===== config.mk =====
export PLATFORM = sky130hd
export DESIGN_NAME = program_counter_register
export DESIGN_NICKNAME = d
export VERILOG_FILES = /design/src/rtl/program_counter_register.sv
export SDC_FILE = /design/constraint.sdc
export NUM_CORES = 1
export LEC_CHECK = 0
export ABC_AREA = 1
export ABC_CLOCK_PERIOD_IN_PS = 2800
export CAP_MARGIN = 20
export CELL_PAD_IN_SITES_DETAIL_PLACEMENT = 2
export CELL_PAD_IN_SITES_GLOBAL_PLACEMENT = 2
export CORE_AREA = 10 10 147 149
export CTS_BUF_LIST = sky130_fd_sc_hd__clkbuf_8 sky130_fd_sc_hd__clkbuf_16
export DETAILED_ROUTE_END_ITERATION = 8
export DIE_AREA = 0 0 157 159
export PLACE_DENSITY = 0.88
export SYNTH_ARGS = -nofsm -noshare
export SYNTH_HDL_FRONTEND = slang
export SYNTH_SLANG_ARGS = --single-unit

===== constraint.sdc =====
create_clock -name clk -period 2.8 [get_ports clk]
set_clock_uncertainty 0.15 [all_clocks]
set_input_delay 0.56 -clock clk [delete_from_list [all_inputs] [get_ports clk]]
set_output_delay 0.56 -clock clk [all_outputs]
set_load 0.02 [all_outputs]

===== src/rtl/program_counter_register.sv =====
// program_counter_register
// Architectural PC for the single-cycle 32-bit core. Selects the next fetch
// address from PC+4, branch, jump or jump-register targets, traps misaligned
// targets to EXC_VECTOR, sequences BOOT/RUN/HALT and counts retired
// instructions. Every output comes from a register, so no input reaches an
// output combinationally.
module program_counter_register #(
  parameter logic [31:0] RESET_VECTOR = 32'h0000_0000,
  parameter logic [31:0] EXC_VECTOR   = 32'h0000_0080
) (
  input  logic        clk,
  input  logic        rst_n,
  input  logic [31:0] i_pc_plus4,
  input  logic        i_branch_taken,
  input  logic [31:0] i_branch_target,
  input  logic        i_jump,
  input  logic [25:0] i_jump_index,
  input  logic        i_jr,
  input  logic [31:0] i_jr_target,
  input  logic        i_stall,
  input  logic        i_halt,
  output logic [31:0] o_pc,
  output logic        o_pc_valid,
  output logic        o_halted,
  output logic        o_misalign_exc,
  output logic [31:0] o_retired_count
);

  typedef enum logic [1:0] {
    BOOT = 2'd0,
    RUN  = 2'd1,
    HALT = 2'd2
  } pcState_t;

  pcState_t    r_state;
  pcState_t    w_next_state;

  logic [31:0] r_pc;
  logic        r_pc_valid;
  logic        r_halted;
  logic        r_misalign_exc;
  logic [31:0] r_retired_count;

  logic [31:0] w_next_pc;
  logic        w_trap;
  logic        w_advance;
  logic [31:0] w_jump_target;
  logic        w_jr_misaligned;
  logic        w_branch_misaligned;

  // Jump targets keep the top nibble of PC+4 and are word aligned by construction.
  assign w_jump_target       = {i_pc_plus4[31:28], i_jump_index, 2'b00};
  assign w_jr_misaligned     = (i_jr_target[1:0] != 2'b00);
  assign w_branch_misaligned = (i_branch_target[1:0] != 2'b00);

  // State register; reset takes effect immediately and restarts in BOOT.
  always_ff @(posedge clk or negedge rst_n) begin
    if (!rst_n) begin
      r_state <= BOOT;
    end else begin
      r_state <= w_next_state;
    end
  end

  // Next-state and next-PC selection: halt > stall > jr > jump > branch > sequential.
  always_comb begin
    w_next_state = r_state;
    w_next_pc    = r_pc;
    w_trap       = 1'b0;
    w_advance    = 1'b0;
    unique case (r_state)
      BOOT: begin
        w_next_state = RUN;
      end
      RUN: begin
        if (i_halt) begin
          w_next_state = HALT;
        end else if (i_stall) begin
          w_next_pc = r_pc;
        end else if (i_jr) begin
          w_advance = 1'b1;
          if (w_jr_misaligned) begin
            w_next_pc = EXC_VECTOR;
            w_trap    = 1'b1;
          end else begin
            w_next_pc = i_jr_target;
          end
        end else if (i_jump) begin
          w_advance = 1'b1;
          w_next_pc = w_jump_target;
        end else if (i_branch_taken) begin
          w_advance = 1'b1;
          if (w_branch_misaligned) begin
            w_next_pc = EXC_VECTOR;
            w_trap    = 1'b1;
          end else begin
            w_next_pc = i_branch_target;
          end
        end else begin
          w_advance = 1'b1;
          w_next_pc = i_pc_plus4;
        end
      end
      HALT: begin
        w_next_state = HALT;
      end
      default: begin
        w_next_state = BOOT;
      end
    endcase
  end

  // PC register; holds in BOOT, HALT and on stall.
  always_ff @(posedge clk or negedge rst_n) begin
    if (!rst_n) begin
      r_pc <= RESET_VECTOR;
    end else begin
      r_pc <= w_next_pc;
    end
  end

  // Status flags are registered from the state being entered so they line up with the PC.
  always_ff @(posedge clk or negedge rst_n) begin
    if (!rst_n) begin
      r_pc_valid     <= 1'b0;
      r_halted       <= 1'b0;
      r_misalign_exc <= 1'b0;
    end else begin
      r_pc_valid     <= (w_next_state == RUN);
      r_halted       <= (w_next_state == HALT);
      r_misalign_exc <= w_trap;
    end
  end

  // Retired-instruction counter; traps count as retirements and the count wraps freely.
  always_ff @(posedge clk or negedge rst_n) begin
    if (!rst_n) begin
      r_retired_count <= 32'h0000_0000;
    end else if (w_advance) begin
      r_retired_count <= r_retired_count + 32'h0000_0001;
    end
  end

  assign o_pc            = r_pc;
  assign o_pc_valid      = r_pc_valid;
  assign o_halted        = r_halted;
  assign o_misalign_exc  = r_misalign_exc;
  assign o_retired_count = r_retired_count;

endmodule

==> summary by stage, run 1 <==
Status
The run finished with clean final reports.

Logic synthesis
Of the post-synthesis cell area, the dominant cell type holds 0.4094. The cell area that synthesis handed to floorplanning was 0.004218 mm2. Ranked by total cell area, the synthesized netlist is headed by sky130_fd_sc_hd__dfrtp_1, sky130_fd_sc_hd__nand2_1, sky130_fd_sc_hd__nand3_1, sky130_fd_sc_hd__nor2_1, sky130_fd_sc_hd__a31oi_1. sky130_fd_sc_hd__dfrtp_1 takes more of the synthesized area than any other cell. Of the total synthesized cell area, the portion taken by full adders, half adders and majority gates is 0.002966. A synthesized cell averages 6.892 um2. After synthesis, the netlist uses 30 different library cells. The number of warnings issued by yosys is 0. The number of standard cells after synthesis is 612. The portion of netlist area occupied by mux cells is 0.

In this run, synthesis produced a sequential element count of 69. Of the total synthesized cell area, the portion taken by AND, OR, NAND and NOR gates is 0.4290. For this run, the register share of the synthesized area comes to 0.4094.

The area share of xor/xnor cells in the synthesized design is 0.03530. After synthesis, the largest family of logic cells by area is simple AND/OR/NAND/NOR gates. The compound-gate portion of the synthesized area is 0.06319.

When the netlist entered floorplanning its net count stood at 742.

Die
The initial utilization of the core area, before any placement, comes to 0.2270. The floorplan die area is 0.02496 mm2. The die extent in x is 157 um. The height of the die is 159 um. The placeable core region is 0.01858 mm2.

Pin placement for this block handled 196 I/O pins. After floorplanning, the core was divided into 50 placement rows.

Worst setup path
STA classifies the critical path endpoint as a flop. The worst-path maximum fanout is 12. STA puts the critical path data arrival time at 2.37 ns. STA puts the critical path data required time at 2.91 ns. The path type of the worst setup path is in2reg.

The type of origin of the critical path is an input pin.

Drt
In this run the remaining antenna-violating nets after routing total 0. The length of the first detailed-routing pass in iterations is 4. Dividing the detail-routed wire length by the instance count gives 19.41 um. The total wire length after detailed routing is 20180 um. The post-detailed-route DRC marker count is 0. The number of design-rule violations left by the first detailed-router iteration is 162.

After detailed routing, the number of vias per cell comes to 4.699. The detailed-route via count is 4887.

Global route
The total global routing overflow is 0. The number of antenna violations at the first check in global routing is 0. For this run, the total global-route usage over all layers was measured as 0.1617.

The global-route wire length before repair is 31730 um. The via count of the first global-routing pass came to 5633. The maximum number of pins on one net before global-route repair is 70.

STA
The count of pins over their slew limit was 0. The maximum frequency from static timing analysis is 440.7 MHz. The transition time at the pin with the least slew margin is 0.9646 ns. On the final layout, the worst hold slack is 0.2264 ns. The final clock period utilization by the worst path is 0.8105. Setup violations remaining at the end of the flow were counted as 0. The hold violation count in the final report is 0.

The worst pin sits at a relative slew slack of 0.3569. The final setup TNS is 0 ns. The minimum clock period is 2.269 ns. Setup repair after global routing left no endpoint under its margin.

Final layout
The fraction of final layout cells sized beyond drive strength 1 is 0.05955. The area growth from synthesis to layout is 58.71%. The number of antenna cells inserted is 0. In the final design database the tool counted 935 nets.

Pwr
Total power for the finished layout comes to 4.247 mW. The maximum resistive drop on vdd is 0.2172 mV. Power spread over the standard cell area amounts to 634.5 mW/mm2.

Summed over all cells, the static leakage comes to 2.732 nW.

Clock tree
The post-CTS setup repair buffer count is 0. The sink count of the clock tree is 69. Counting along the longest clock path gives a buffer depth of 2. The post-cts hold buffer count is 0.

The post-CTS resize count is 0. The number of buffers added by the clock tree synthesis step is 9. In this run the number of H-tree levels came out at 3. The clock transition at the registers of the reported paths is 0.06 ns. The tree is rooted in a sky130_fd_sc_hd__clkbuf_16. TritonCTS built the clock tree. The worst-skew pair later-pin latency is 0.34 ns.

Placed design
The number of buffers added on ports is 195. The placed wire-length estimate is 16140 um. The last weighted congestion value of the routability-driven placer is 0.8033.

Hold path
The worst hold path class is in2async.

Run
The number of maximum-capacitance constraint violations is 0.
-- cell usage after synthesis --
master	count
sky130_fd_sc_hd__dfrtp_1	69
sky130_fd_sc_hd__xor2_1	8
sky130_fd_sc_hd__nor3_2	3
sky130_fd_sc_hd__clkbuf_1	5
sky130_fd_sc_hd__a31oi_1	29
sky130_fd_sc_hd__nor2_4	5
sky130_fd_sc_hd__nor2_1	76
sky130_fd_sc_hd__nor2_2	9
sky130_fd_sc_hd__buf_4	2
sky130_fd_sc_hd__buf_2	17
sky130_fd_sc_hd__nand3_2	1
sky130_fd_sc_hd__nand2_4	1
sky130_fd_sc_hd__nand2_2	4
sky130_fd_sc_hd__nand3b_1	4
sky130_fd_sc_hd__nor4_1	1
sky130_fd_sc_hd__nand2_1	242
sky130_fd_sc_hd__nor3_1	2
sky130_fd_sc_hd__xnor2_1	9
sky130_fd_sc_hd__clkinv_1	1
sky130_fd_sc_hd__nand3_1	71
sky130_fd_sc_hd__a21oi_1	5
sky130_fd_sc_hd__o21bai_1	1
sky130_fd_sc_hd__ha_1	1
sky130_fd_sc_hd__nor3b_2	1
sky130_fd_sc_hd__nand4_1	2
sky130_fd_sc_hd__inv_1	31
sky130_fd_sc_hd__buf_6	1
sky130_fd_sc_hd__a211oi_1	1
sky130_fd_sc_hd__o21ai_0	9
sky130_fd_sc_hd__buf_1	1
-- worst max-delay path: stages --
cell	delay [ns]
sky130_fd_sc_hd__clkdlybuf4s50_1	0.55
sky130_fd_sc_hd__inv_1	0.14
sky130_fd_sc_hd__nor2_2	0.43
sky130_fd_sc_hd__buf_4	0.29
sky130_fd_sc_hd__nand3_1	0.09
sky130_fd_sc_hd__nand3_1	0.07
sky130_fd_sc_hd__nand2_1	0.07
sky130_fd_sc_hd__a31oi_1	0.15
-- power by group --
group          leakage, nW  total (mW)  switching, mW  internal (mW)
clock network        0.127       0.992          0.423          0.570
registers            0.875        1.49          0.207           1.29
logic                 1.73        1.76          0.930          0.833
-- cell usage in the layout (no fill, tap or decap) --
| cell | synthesis | layout |
|---|---|---|
| sky130_fd_sc_hd__nand3_2 | 1 | 1 |
| sky130_fd_sc_hd__a31oi_1 | 29 | 29 |
| sky130_fd_sc_hd__a211oi_1 | 1 | 1 |
| sky130_fd_sc_hd__nand2_2 | 4 | 4 |
| sky130_fd_sc_hd__nor4_1 | 1 | 1 |
| sky130_fd_sc_hd__nand2_1 | 242 | 242 |
| sky130_fd_sc_hd__nand4_1 | 2 | 2 |
| sky130_fd_sc_hd__xor2_1 | 8 | 8 |
| sky130_fd_sc_hd__clkbuf_16 | 0 | 9 |
| sky130_fd_sc_hd__buf_4 | 2 | 12 |
| sky130_fd_sc_hd__xnor2_1 | 9 | 9 |
| sky130_fd_sc_hd__a21oi_1 | 5 | 5 |
| sky130_fd_sc_hd__nor3_4 | 0 | 1 |
| sky130_fd_sc_hd__nor3_1 | 2 | 2 |
| sky130_fd_sc_hd__clkdlybuf4s50_1 | 0 | 194 |
| sky130_fd_sc_hd__nor2_1 | 76 | 75 |
| sky130_fd_sc_hd__ha_1 | 1 | 1 |
| sky130_fd_sc_hd__nor3_2 | 3 | 2 |
| sky130_fd_sc_hd__inv_1 | 31 | 34 |
| sky130_fd_sc_hd__dfrtp_1 | 69 | 69 |
| sky130_fd_sc_hd__clkinv_1 | 1 | 1 |
| sky130_fd_sc_hd__nand2_4 | 1 | 1 |
| sky130_fd_sc_hd__nor2_2 | 9 | 10 |
| sky130_fd_sc_hd__nand3b_1 | 4 | 4 |
| sky130_fd_sc_hd__buf_12 | 0 | 2 |
| sky130_fd_sc_hd__nor3b_2 | 1 | 1 |
| sky130_fd_sc_hd__o21bai_1 | 1 | 1 |
| sky130_fd_sc_hd__o21ai_0 | 9 | 9 |
| sky130_fd_sc_hd__nor2_4 | 5 | 5 |
| sky130_fd_sc_hd__nand3_1 | 71 | 71 |
-- cell type report --
type,count,area (um2)
fillers,2137,11890
well taps,234,292.8
clock inverters,3,11.26
multi-input cells,485,2246
repair buffers,208,2072
inverters,32,120.1
clock buffers,9,225.2
flip-flops and latches,69,1727
-- path summary, 6_finish.rpt --
| check | from | to | slack [ns] | cells after the start |
|---|---|---|---|---|
| setup / recovery | i_branch_taken | o_pc[22] | 0.53 | 8 |
| hold / removal | rst_n | o_pc[28] | 0.23 | 1 |
| setup reg to reg | o_retired_count[0] | o_retired_count[20] | 0.89 | 10 |
| hold reg to reg | o_pc[0] | o_pc[0] | 0.33 | 2 |
| max in group asynchronous | rst_n | o_pc[14] | 1.65 | 1 |
| min in group clk | o_pc[0] | o_pc[0] | 0.33 | 2 |
-- cells by family after synthesis --
group,Yosys count
compound gates,45
xor+xnor,17
fa+ha+maj,1
buf+inv,58
flops,69
simple gates,422
-- routing by layer --
metal  global-route usage  share of wire  vias up
met2               0.2830           0.49      145
met4              0.05408          0.021        0
met5                    0              0        -
met3              0.06233          0.080       24
li1                     -              -     2345
met1               0.1729           0.40     2373
-- metrics by stage --
step | setup WS, ns | cells | util | cell area, um2
floorplan | 1.122 | 612 | - | 4218
global placement | 0.3261 | 1028 | 0.3475 | 6457
detailed placement | 0.1902 | 1028 | 0.3475 | 6457
CTS | 0.5299 | 1040 | 0.3603 | 6694
global route | 0.3757 | 1040 | 0.3603 | 6694
finish | 0.5306 | 1040 | 0.3603 | 6694
-- registers in the layout, indices dropped and copies added (netlist names) --
register,count
o_halted,1
o_pc,32
o_retired_count,32
o_misalign_exc,1
r_state,2
o_pc_valid,1
No activity file was read; power rests on OpenSTA's default activity.
==> inputs of run 2 (changes only) <==
--- a/config.mk
+++ b/config.mk
@@ -6,15 +6,15 @@
 export NUM_CORES = 1
 export LEC_CHECK = 0
 export ABC_AREA = 1
-export ABC_CLOCK_PERIOD_IN_PS = 2800
+export ABC_CLOCK_PERIOD_IN_PS = 2050
 export CAP_MARGIN = 20
 export CELL_PAD_IN_SITES_DETAIL_PLACEMENT = 2
 export CELL_PAD_IN_SITES_GLOBAL_PLACEMENT = 2
-export CORE_AREA = 10 10 147 149
+export CORE_AREA = 10 10 160 162
 export CTS_BUF_LIST = sky130_fd_sc_hd__clkbuf_8 sky130_fd_sc_hd__clkbuf_16
 export DETAILED_ROUTE_END_ITERATION = 8
-export DIE_AREA = 0 0 157 159
-export PLACE_DENSITY = 0.88
+export DIE_AREA = 0 0 170 172
+export PLACE_DENSITY = 0.79
 export SYNTH_ARGS = -nofsm -noshare
 export SYNTH_HDL_FRONTEND = slang
 export SYNTH_SLANG_ARGS = --single-unit
==> constraint.sdc (replaced) <==
create_clock -name clk -period 2.05 [get_ports clk]
set_clock_uncertainty 0.15 [all_clocks]
set_input_delay 0.41 -clock clk [delete_from_list [all_inputs] [get_ports clk]]
set_output_delay 0.41 -clock clk [all_outputs]
set_load 0.02 [all_outputs]
==> run 2 against run 1 <==
Setup slack got worse by 0.48 ns. Worst hold slack improved by 0.12 ns. Utilization decreased by 4.9 points. Via count decreased by 1.5%. Clock power increased by 52%. Highest routed layer unchanged. Critical endpoint is now o_retired_count[9]. Power increased by 41%. Routed wire length decreased by 2.2%.
==> summary by stage, run 2 (synthesis gave the netlist of run 1 again) <==
Die
The height of the die is 172 um. The die covers 0.02924 mm2. In this run the count of I/O pins placed on the die edge is 196.

The number of standard-cell rows in the floorplan is 55. After floorplanning, the core was sized to cover 0.02237 mm2. The die extent in x is 170 um. The starting utilization of the core area is 0.1886.

STA
The routed design could run at a clock period as short as 1.995 ns. The count of pins over their slew limit is 0. Setup violations remaining at the end of the flow were counted as 0. Setup repair after global routing left no endpoint under its margin.

Measured against its own limit, the worst slew margin works out to 0.7280. The hold violation count in the final report is 0. For the pin with the worst max-slew slack, the measured transition is 0.4080 ns. The final-layout worst hold slack is 0.3485 ns. Based on the critical path, the design can be clocked at up to 501.2 MHz.

The final clock period utilization by the worst path is 0.9733.

Final layout
Measured on the finished design, the core utilization comes to 0.3112. The area growth from synthesis to layout is 65.03%. The most common cell after layout, fill and taps aside is sky130_fd_sc_hd__nand2_1. The final-stage net count is 946. The fraction of final layout cells sized beyond drive strength 1 is 0.07561. The library cells used most frequently in the layout, excluding fill and tap cells, are sky130_fd_sc_hd__nand2_1, sky130_fd_sc_hd__clkdlybuf4s50_1, sky130_fd_sc_hd__nor2_1. The repair_antennas step left the layout with diodes totalling 0.

Hold path
The worst hold path class is reg2reg. The startpoint identified for the worst hold timing path is o_pc[1]. For hold timing, the worst endpoint is o_pc[1]. The number of instances on the worst hold path is 2.

Worst setup path
The largest stage delay on the critical path is 0.65 ns. The worst setup path is launched from a flop. The count of buffer and inverter cells on the critical path is 1. For this design, the slowest cell found on the critical path is sky130_fd_sc_hd__clkdlybuf4s50_1.

The critical path goes through clkdlybuf4s50_1. The launch point of the critical path is o_retired_count[9]. The worst register-to-register path ends at o_retired_count[20]. The startpoint of the most critical register-to-register path is o_retired_count[1].

For flop-to-flop paths, the worst setup slack is 0.19 ns. The worst setup path is captured at a primary output. The worst reg-to-reg path cell count is 10. At the worst endpoint, the arrival time is 1.44 ns. The critical path is of the reg2out type.

The kind of cell adding the most delay to the critical path is buffers and inverters. The worst endpoint required time is 1.49 ns. The worst-path maximum fanout is 4.

Drt
For this block, the initial DRC count from the detailed router was 126. The remaining number of nets flagged by the antenna check after routing is 0. The final route contains 4816 vias. The post-detailed-route DRC marker count is 0. For this run, the detailed router's first-pass iteration total came to 4. The average detailed-routed wire length per instance is 17.86 um. The total wire length after detailed routing is 19730 um. Dividing the detail-routed via count by the number of cells gives 4.358.

Pwr
The internal power of the cells totals 3.822 mW. The leakage power figure is 3.006 nW. The clock share of power is 0.252. Of the total power, the share spent switching nets is 0.3611.

In this run the power density over the cells is 859.5 mW/mm2. The share of total power dissipated in combinational logic is 0.412. The share of total power dissipated in sequential elements is 0.337. The power dissipated by switching net loads is 2.160 mW. Across the VDD grid, the largest voltage drop is 0.3379 mV.

Clock tree
The maximum level of the CTS H-tree is 3. No sink is reached through more buffers than the 2 on the longest clock path. CTS placed an instance of sky130_fd_sc_hd__clkbuf_16 at the clock tree root. Clock-pin slew was measured on the worst setup and hold paths at 0.06 ns. The worst-skew pair later-pin latency is 0.34 ns. CTS saw 69 sinks. In this run, CTS created clock tree buffers numbering 9. TritonCTS built the clock tree.

Global route
The total global routing overflow is 0. In the global route stage, overall resource usage came out at 0.1360. The number of antenna violations at the first check in global routing is 0.

The maximum number of pins on one net before global-route repair is 70. The first global-routing pass estimated 30910 um of wire. The via count of the first global-routing pass is 5488.

Placed design
The last weighted congestion value of the routability-driven placer is 0.8333. The number of buffers added on ports is 195. The placed wire-length estimate is 16110 um.

Status
The flow ran to the end, and the final reports show no timing, DRC or antenna violations.

Run
The tool flagged a number of max-cap violations equal to 0.
## run 2: cell count changes in the layout (fill, tap and decap cells not counted), sizes merged
cell / before / now
buf: 14 / 24
inv: 34 / 33
dlygate4sd3: 0 / 1
dlygate4sd2: 0 / 2
dlymetal6s2s: 0 / 11
clkdlybuf4s50: 194 / 181
clkbuf: 9 / 12
clkinv: 1 / 2
## run 2: repair_timing
item                                   in CTS  in global routing
endpoints found under the hold margin      69                  0
resized for setup                           2                 11
hold buffers                                1                  0
setup endpoints to repair                   2                 11
buffers inserted                            0                  0
## run 2: layer usage
metal,GRT usage,part of all wire,vias up
met5,0,0,-
met4,0.03890,0.012,0
met3,0.05198,0.081,14
met2,0.2371,0.49,132
met1,0.1511,0.42,2305
li1,-,-,2365
## run 2: per-stage QoR
step / total power [mW] / std cells / setup WS (ns) / cell area [um2] / TNS (ns)
after floorplan: 3.104 / 612 / 0.3722 / 4218 / 0
after detailed placement: 4.586 / 1089 / -0.02047 / 6646 / -0.05123
final: 5.983 / 1105 / 0.05477 / 6960 / 0
after global routing: 6.392 / 1105 / 0.004433 / 6960 / 0
after CTS: 6.137 / 1105 / 0.001797 / 6933 / 0
after global placement: 4.515 / 1089 / 0.02863 / 6646 / 0
## run 2: worst max-delay path by stage
stage / endpoint / slack (ns) / depth (start not counted)
floorplan: o_retired_count[20] / 0.37 / 10
global placement: o_pc[7] / 0.03 / 8
detailed placement: o_pc[17] / -0.02 / 7
CTS: o_retired_count[22] / 0.002 / 1
global route: o_retired_count[17] / 0.004 / 1
finish: o_retired_count[9] / 0.05 / 1
## run 2: final cells by class
class                           instances  area (um2)
Clock inverter                          3       12.51
Inverter                               32       120.1
Multi-Input combinational cell        485        2246
Clock buffer                           12       266.5
Fill cell                            2605       15400
Sequential cell                        69        1727
Tap cell                              285       356.6
Timing Repair Buffer                  219        2232
## run 2: power groups by stage
stage	logic (mW)	clock network [mW]	registers, mW
global route	2.68	1.63	2.08
finish	2.46	1.51	2.01
CTS	2.54	1.57	2.03
floorplan	0.637	0	2.47
global placement	2.49	0	2.03
detailed placement	2.53	0	2.05
